`config.mk`:
```
export PLATFORM = sky130hd
export DESIGN_NAME = turn_sequencer_n
export DESIGN_NICKNAME = d
export VERILOG_FILES = /design/src/rtl/turn_sequencer_n.sv
export SDC_FILE = /design/constraint.sdc
export NUM_CORES = 1
export LEC_CHECK = 0
export ABC_CLOCK_PERIOD_IN_PS = 1950
export BUFFER_PORTS_ARGS = -buffer_cell sky130_fd_sc_hd__buf_2
export CELL_PAD_IN_SITES_DETAIL_PLACEMENT = 1
export CELL_PAD_IN_SITES_GLOBAL_PLACEMENT = 1
export CORE_MARGIN = 5
export CORE_UTILIZATION = 38
export DETAILED_ROUTE_END_ITERATION = 7
export MAX_ROUTING_LAYER = met4
export PLACE_DENSITY_LB_ADDON = 0.25
export SLEW_MARGIN = 20
export SYNTH_ARGS = -nofsm -noshare
export SYNTH_HDL_FRONTEND = slang
export SYNTH_SLANG_ARGS = --single-unit
```
`constraint.sdc`:
```
create_clock -name clk -period 1.95 [get_ports clk]
set_input_delay 0 -clock clk [delete_from_list [all_inputs] [get_ports clk]]
set_output_delay 0 -clock clk [all_outputs]
set_load 0.02 [all_outputs]
```
`src/rtl/turn_sequencer_n.sv`:
```
// Turn-sequencing controller for N-player board games: grants one player at a time,
// hands the move to the board checker for one cycle, then commits, retries, forfeits or ends the game.
module turn_sequencer_n #(
  parameter int NUM_PLAYERS    = 2,
  parameter int FIRST_PLAYER   = 0,
  parameter int TIMEOUT_CYCLES = 0,
  localparam int PW = (NUM_PLAYERS > 2) ? $clog2(NUM_PLAYERS) : 1
) (
  input  logic                   clk,
  input  logic                   reset,
  input  logic                   start,
  input  logic [NUM_PLAYERS-1:0] move_req,
  input  logic                   illegal_move,
  input  logic                   winner,
  input  logic                   no_space,
  output logic [NUM_PLAYERS-1:0] player_turn,
  output logic [PW-1:0]          active_player,
  output logic                   check_req,
  output logic                   move_commit,
  output logic                   illegal_flag,
  output logic                   timeout_flag,
  output logic                   game_over,
  output logic                   win_flag,
  output logic                   draw_flag,
  output logic [PW-1:0]          winner_id
);

  localparam int TW = (TIMEOUT_CYCLES > 1) ? $clog2(TIMEOUT_CYCLES) : 1;
  localparam logic [PW-1:0] FIRST   = PW'(FIRST_PLAYER);
  localparam logic [TW-1:0] TO_LAST = TW'((TIMEOUT_CYCLES > 0) ? TIMEOUT_CYCLES - 1 : 0);
  localparam logic          TO_EN   = (TIMEOUT_CYCLES != 0);

  typedef enum logic [1:0] {
    IDLE  = 2'd0,
    WAIT  = 2'd1,
    CHECK = 2'd2,
    OVER  = 2'd3
  } state_t;

  state_t                 state_q, state_d;
  logic [PW-1:0]          active_q, active_d;
  logic [TW-1:0]          timer_q, timer_d;
  logic [NUM_PLAYERS-1:0] player_turn_q, player_turn_d;
  logic                   check_req_q, check_req_d;
  logic                   move_commit_q, move_commit_d;
  logic                   illegal_flag_q, illegal_flag_d;
  logic                   timeout_flag_q, timeout_flag_d;
  logic                   game_over_q, game_over_d;
  logic                   win_flag_q, win_flag_d;
  logic                   draw_flag_q, draw_flag_d;
  logic [PW-1:0]          winner_id_q, winner_id_d;

  function automatic logic [PW-1:0] next_player(input logic [PW-1:0] p);
    if (p == PW'(NUM_PLAYERS - 1)) begin
      return '0;
    end
    return p + 1'b1;
  endfunction

  function automatic logic [NUM_PLAYERS-1:0] onehot(input logic [PW-1:0] p);
    return {{(NUM_PLAYERS-1){1'b0}}, 1'b1} << p;
  endfunction

  // Every output is registered, so the next-cycle output values are computed here
  // together with the next state.
  always_comb begin
    state_d        = state_q;
    active_d       = active_q;
    timer_d        = timer_q;
    player_turn_d  = '0;
    check_req_d    = 1'b0;
    move_commit_d  = 1'b0;
    illegal_flag_d = 1'b0;
    timeout_flag_d = 1'b0;
    game_over_d    = game_over_q;
    win_flag_d     = win_flag_q;
    draw_flag_d    = draw_flag_q;
    winner_id_d    = winner_id_q;

    case (state_q)
      IDLE: begin
        if (start) begin
          state_d       = WAIT;
          active_d      = FIRST;
          timer_d       = '0;
          player_turn_d = onehot(FIRST);
        end
      end

      WAIT: begin
        // A request in the timer's last cycle beats the forfeit.
        if (move_req[active_q]) begin
          state_d     = CHECK;
          timer_d     = '0;
          check_req_d = 1'b1;
        end else if (TO_EN && (timer_q == TO_LAST)) begin
          timeout_flag_d = 1'b1;
          active_d       = next_player(active_q);
          timer_d        = '0;
          player_turn_d  = onehot(next_player(active_q));
        end else begin
          timer_d       = timer_q + 1'b1;
          player_turn_d = onehot(active_q);
        end
      end

      CHECK: begin
        timer_d = '0;
        if (illegal_move) begin
          state_d        = WAIT;
          illegal_flag_d = 1'b1;
          player_turn_d  = onehot(active_q);
        end else if (winner) begin
          state_d       = OVER;
          move_commit_d = 1'b1;
          game_over_d   = 1'b1;
          win_flag_d    = 1'b1;
          winner_id_d   = active_q;
        end else if (no_space) begin
          state_d       = OVER;
          move_commit_d = 1'b1;
          game_over_d   = 1'b1;
          draw_flag_d   = 1'b1;
        end else begin
          state_d       = WAIT;
          move_commit_d = 1'b1;
          active_d      = next_player(active_q);
          player_turn_d = onehot(next_player(active_q));
        end
      end

      OVER: begin
        if (start) begin
          state_d       = WAIT;
          active_d      = FIRST;
          timer_d       = '0;
          player_turn_d = onehot(FIRST);
          game_over_d   = 1'b0;
          win_flag_d    = 1'b0;
          draw_flag_d   = 1'b0;
          winner_id_d   = '0;
        end
      end

      default: begin
        state_d = IDLE;
      end
    endcase
  end

  always_ff @(posedge clk or negedge reset) begin
    if (!reset) begin
      state_q        <= IDLE;
      active_q       <= '0;
      timer_q        <= '0;
      player_turn_q  <= '0;
      check_req_q    <= 1'b0;
      move_commit_q  <= 1'b0;
      illegal_flag_q <= 1'b0;
      timeout_flag_q <= 1'b0;
      game_over_q    <= 1'b0;
      win_flag_q     <= 1'b0;
      draw_flag_q    <= 1'b0;
      winner_id_q    <= '0;
    end else begin
      state_q        <= state_d;
      active_q       <= active_d;
      timer_q        <= timer_d;
      player_turn_q  <= player_turn_d;
      check_req_q    <= check_req_d;
      move_commit_q  <= move_commit_d;
      illegal_flag_q <= illegal_flag_d;
      timeout_flag_q <= timeout_flag_d;
      game_over_q    <= game_over_d;
      win_flag_q     <= win_flag_d;
      draw_flag_q    <= draw_flag_d;
      winner_id_q    <= winner_id_d;
    end
  end

  assign player_turn   = player_turn_q;
  assign active_player = active_q;
  assign check_req     = check_req_q;
  assign move_commit   = move_commit_q;
  assign illegal_flag  = illegal_flag_q;
  assign timeout_flag  = timeout_flag_q;
  assign game_over     = game_over_q;
  assign win_flag      = win_flag_q;
  assign draw_flag     = draw_flag_q;
  assign winner_id     = winner_id_q;

endmodule

```
==> impl_metrics.tcl, run 1 <==
set metrics [dict create \
    die_area_um2 2960 \
    first_iter_violations 8 \
    multi_input_area_um2 409 \
    synth_top_cell_by_area "dfrtp_1" \
    viasPerCell 5.04 \
    synthesis.area_um2 751 \
    wl_per_cell_um 14.7 \
    cts_sinks 12 \
    cp.required_ns 2.12 \
    port_buffers 17 \
    p_int_mw 0.792 \
    n_fill_cell 233 \
    stdcell_count 121 \
    drive_gt1_share_pct 28.7 \
    seqPwrFrac_pct 30.6 \
    num_antenna_cells 0 \
    grt_start_max_net_pins 13 \
    via_count 610 \
    nNetsFinal 108 \
    rsz0062_at_grt "false" \
    initial_utilization_pct 39.1 \
    syn_area_per_cell_um2 10.3 \
    cts_inserted_buffers 3 \
    slew_viol_final 0 \
    cts_buffer_depth 2 \
    cp_max_fo 4 \
    dr.pass1.iters 4 \
    critPathKind "flip-flop to flip-flop" \
    htree_levels 1 \
    track_usage_pct 15.3 \
    dpl_cell_area_um2 851 \
    clk_pin_slew_worst_paths_ns 0.08 \
    fin_area_um2 907 \
    grt_pass1_vias 633 \
    netlist_instances 73 \
    tns_ns 0 \
    placed_cells 115 \
    status "complete, no violations" \
    synth_cell_types 31 \
    synth_nets 86 \
    synth_warnings 0 \
    p_comb_share_pct 54.3 \
    drv_cap 0 \
    irDropWorstVdd_mv 0.615 \
    min_path_type "input pin to flip-flop" \
    syn2layout_area_growth_pct 20.8 \
    antenna_found_initial 0 \
    rrSetupSlack_ns 0.34 \
    worstPathArrival_ns 1.79 \
    synthTopCellsByArea "dfrtp_1 (40%), ha_1 (8.3%), nor2b_1 (3.3%)" \
    holdPathStages 2 \
    ys_seq_area_share_pct 40.0 \
    crit_path_end_kind "flip-flop" \
    post-route-util_pct 47.2 \
    reg2reg_depth 5 \
    finalCritPeriodShare_pct 82.8 \
    fin_crit_ns 1.61 \
    hold_violations 0 \
    seqCellArea_um2 300 \
    fmax_mhz 619 \
    clk_latency_ns 0.28 \
    rows 16 \
    die_w_um 54.4 \
    power_mw 1.40 \
    overflow 0 \
    die_h_um 54.4 \
    grt_pass1_wl_um 3000 \
    io_pins 19 \
    clock_skew_ns 0.00185 \
    power_density_nw_per_um2 1540 \
    switching_power_mw 0.604 \
    leakagePower_nw 0.445 \
    drt_drc_violations_left 0 \
    synth-seq-cells 12 \
    drt-total-wl_um 1780 \
    place_hpwl_um 1340 \
    synth_top_area_share_pct 40.0 \
    start_kind "flip-flop" \
    setup-violations-final 0 \
    cts_setup_buffers 0 \
    ant_nets 0 \
    cts_tree "yes" \
    core_um2 1920 \
    power_frac_clock_pct 15.0 \
    globalplace.congestion 0.815 \
    root_buffer "clkbuf_4" \
    swShare_pct 43.3 \
]
## cell usage after synthesis
cell type  number
nand2_1         4
nor2b_2         1
buf_4           1
a21o_1          2
ha_1            5
nor3b_2         2
or2_4           1
inv_1           6
a221oi_1        2
nor3b_1         2
nor4_1          1
buf_6           1
and2_0          1
nor4b_1         1
mux2i_4         1
nor2b_1         4
o21ai_0         4
nand2b_1        2
o21a_1          1
nand3_1         3
a21oi_1         4
dfrtp_1        12
mux2i_1         2
a22o_1          1
and2b_1         1
conb_1          1
a22oi_1         1
a31oi_1         2
a32o_1          1
mux2_4          1
o22ai_1         2
## routing by layer
metal,vias up,global-route usage (%),part of all wire (%)
li1,300,-,-
met1,291,18.1,47
met2,15,23.3,47
met3,4,4.09,3.6
met4,0,8.71,1.9
met5,-,-,0
## cells by family after synthesis
| kind of cell | after synthesis | share of synthesized area [%] |
|---|---|---|
| other | 1 | 0.500 |
| and+or+nand+nor | 23 | 20.5 |
| adders and majority gates | 5 | 8.33 |
| buffers and inverters | 8 | 5.50 |
| DFF | 12 | 40.0 |
| muxes | 4 | 7.67 |
| AOI/OAI and AO/OA | 20 | 17.5 |
## critical path, stage by stage, from the launching register on
cell	delay [ns]
dfrtp_1	0.42
inv_1	0.12
ha_1	0.24
mux2_4	0.33
nor3b_2	0.16
a22o_1	0.24
## path summary, 6_finish.rpt
check	startpoint	endpoint
setup / recovery	state_q[0]	winner_id
hold reg to reg	win_flag	win_flag
setup reg to reg	state_q[0]	winner_id
min in group asynchronous	reset	illegal_flag
hold / removal	illegal_move	move_commit
max in group asynchronous	reset	state_q[1]
## area by class of cell
type	instances	share of cell area, %
Multi-Input combinational cell	53	45.1
Sequential cell	12	33.1
Timing Repair Buffer	19	11.6
Clock buffer	4	4.00
Tap cell	27	3.72
Inverter	6	2.48
## cells in the final DEF (no fill, tap or decap), drive strengths merged, types with 2 or more instances in the layout
master and count:
inv 6, ha 5, buf 17, o22ai 2, o21ai 4, a21o 2, nor3b 4, dfrtp 12
nand2b 2, a221oi 2, clkbuf 4, a21oi 4, nand2 4, mux2i 3, a31oi 2, nand3 3
nor2b 5, dlygate4sd3 2
## sequential cells by signal (all words and copies together) (netlist names)
name,count
draw_flag,1
win_flag,1
move_commit,1
game_over,1
state_q,2
player_turn,2
active_player,1
check_req,1
winner_id,1
illegal_flag,1
## what timing repair did
action | 4_1_cts | 5_1_grt
gates resized for setup | 0 | 0
endpoints found under the hold margin | 13 | 0
hold buffers | 2 | 0
## per-stage QoR
step / hold slack, ns / worst slack [ns]
4_1_cts: 0.00808 / 0.332
5_1_grt: 0.0183 / 0.236
3_5_place_dp: -0.105 / 0.353
3_3_place_gp: -0.0989 / 0.406
6_report: 0.0114 / 0.335
2_1_floorplan: -0.296 / 0.450
## power groups by stage
stage | Sequential (mW) | Clock (mW) | Combinational (mW)
2_1_floorplan | 0.492 | 0 | 0.508
3_5_place_dp | 0.434 | 0 | 0.758
5_1_grt | 0.443 | 0.230 | 0.844
4_1_cts | 0.429 | 0.213 | 0.766
6_report | 0.428 | 0.210 | 0.759
3_3_place_gp | 0.426 | 0 | 0.738
No activity file was read; power rests on OpenSTA's default activity.
==> run 2, diff against run 1 <==
Settings changed: ABC_CLOCK_PERIOD_IN_PS 1950 to 1600.
Clock period 1.95 ns to 1.6 ns, I/O delays scaled along.
==> impl_metrics.tcl, run 2 (same netlist as run 1, synthesis figures left out) <==
set metrics [dict create \
    cts_sinks 12 \
    via_count 634 \
    cp.required_ns 1.77 \
    first_iter_violations 2 \
    io_pins 19 \
    cts_buffer_depth 2 \
    rows 16 \
    cts_setup_buffers 0 \
    irDropWorstVdd_mv 0.885 \
    num_antenna_cells 0 \
    fmax_mhz 652 \
    cts_tree "yes" \
    viasPerCell 5.11 \
    switching_power_mw 0.731 \
    cp_max_fo 4 \
    leakagePower_nw 0.460 \
    worstPathArrival_ns 1.70 \
    overflow 0 \
    power_frac_clock_pct 13.9 \
    final_cell_mix "buf_2 (17), dfrtp_1 (12), inv_1 (6)" \
    setup-violations-final 0 \
    swShare_pct 41.9 \
    syn2layout_area_growth_pct 25.3 \
    wl_per_cell_um 14.3 \
    grt_pass1_wl_um 2860 \
    finalCritPeriodShare_pct 95.8 \
    die_area_um2 2960 \
    p_int_mw 1.01 \
    drt_drc_violations_left 0 \
    place_hpwl_um 1350 \
    place_ws_ns 0.0691 \
    grt_pass1_vias 628 \
    tns_ns 0 \
    nNetsFinal 111 \
    die_h_um 54.4 \
    initial_utilization_pct 39.1 \
    die_w_um 54.4 \
    globalplace.congestion 0.799 \
    critPathKind "flip-flop to flip-flop" \
    hold_slack_ns 0.0218 \
    p_comb_share_pct 56.4 \
    slew_viol_final 0 \
    status "complete, no violations" \
    antenna_found_initial 0 \
    drt-total-wl_um 1770 \
    setup_ws_ns 0.0665 \
    seqPwrFrac_pct 29.8 \
    clk_pin_slew_worst_paths_ns 0.07 \
    clock_skew_ns 0.000983 \
    start_kind "flip-flop" \
    final_common_cell "buf_2" \
    htree_levels 1 \
    drive_gt1_share_pct 34.0 \
    crit_path_end_kind "flip-flop" \
    power_mw 1.75 \
    grt_start_max_net_pins 13 \
    min_path_type "input pin to flip-flop" \
    fin_crit_ns 1.53 \
    hold_violations 0 \
    dr.pass1.iters 4 \
    port_buffers 17 \
    rsz0062_at_grt "false" \
    root_buffer "clkbuf_4" \
    core_um2 1920 \
    track_usage_pct 14.6 \
    drv_cap 0 \
    cts_inserted_buffers 3 \
    clk_latency_ns 0.28 \
    ant_nets 0 \
    power_density_nw_per_um2 1860 \
]
run 2: final timing paths:
kind | slack (ns) | startpoint | depth (start not counted) | to
max | 0.07 | state_q[0] | 5 | winner_id
min | 0.02 | illegal_move | 2 | move_commit
max reg2reg | 0.07 | state_q[0] | 5 | winner_id
min reg2reg | 0.49 | win_flag | 1 | win_flag
max in group asynchronous | 1.26 | reset | 2 | win_flag
min in group asynchronous | 0.12 | reset | 2 | check_req
run 2: area by class of cell:
| class | instances | area [µm²] |
|---|---|---|
| fill | 243 | 981 |
| sequential | 12 | 300 |
| timing repair buffer | 22 | 128 |
| multi-input combinational | 53 | 420 |
| tap | 27 | 33.8 |
| clock buffer | 4 | 36.3 |
| inverter | 6 | 22.5 |
run 2: power groups by stage:
stage               Clock (mW)  Combinational, mW  Sequential (mW)
floorplan                    0              0.619            0.599
CTS                      0.255              0.972            0.519
global route             0.273               1.08            0.536
finish                   0.242              0.984            0.520
global placement             0              0.943            0.524
detailed placement           0              0.963            0.525
run 2: per-stage QoR:
| stage | utilization, % | cell area [µm²] | instances |
|---|---|---|---|
| after floorplan | - | 751 | 73 |
| after global placement | 45.4 | 873 | 118 |
| after detailed placement | 45.4 | 873 | 118 |
| after CTS | 48.4 | 930 | 124 |
| after global routing | 49.0 | 941 | 124 |
| final | 49.0 | 941 | 124 |
run 2: timing repair:
action / CTS / global route
hold endpoints to repair: 13 / 0
hold buffers: 2 / 0
setup endpoints to repair: 0 / 3
gates resized for setup: 0 / 3
run 2: routing by layer:
metal  up-vias  global-route usage, %  wire [µm]
li1        308                      -          -
met1       309                   15.5        789
met2        12                   23.3        860
met3         5                   5.72         84
met4         0                   7.47         36
met5         -                      -          0
run 2: worst max-delay path, cell delays in order, from the launching register on:
cell and delay (ns):
dfrtp_1 0.41, inv_1 0.11, ha_2 0.20, mux2_4 0.31
nor3b_2 0.16, a22o_1 0.23
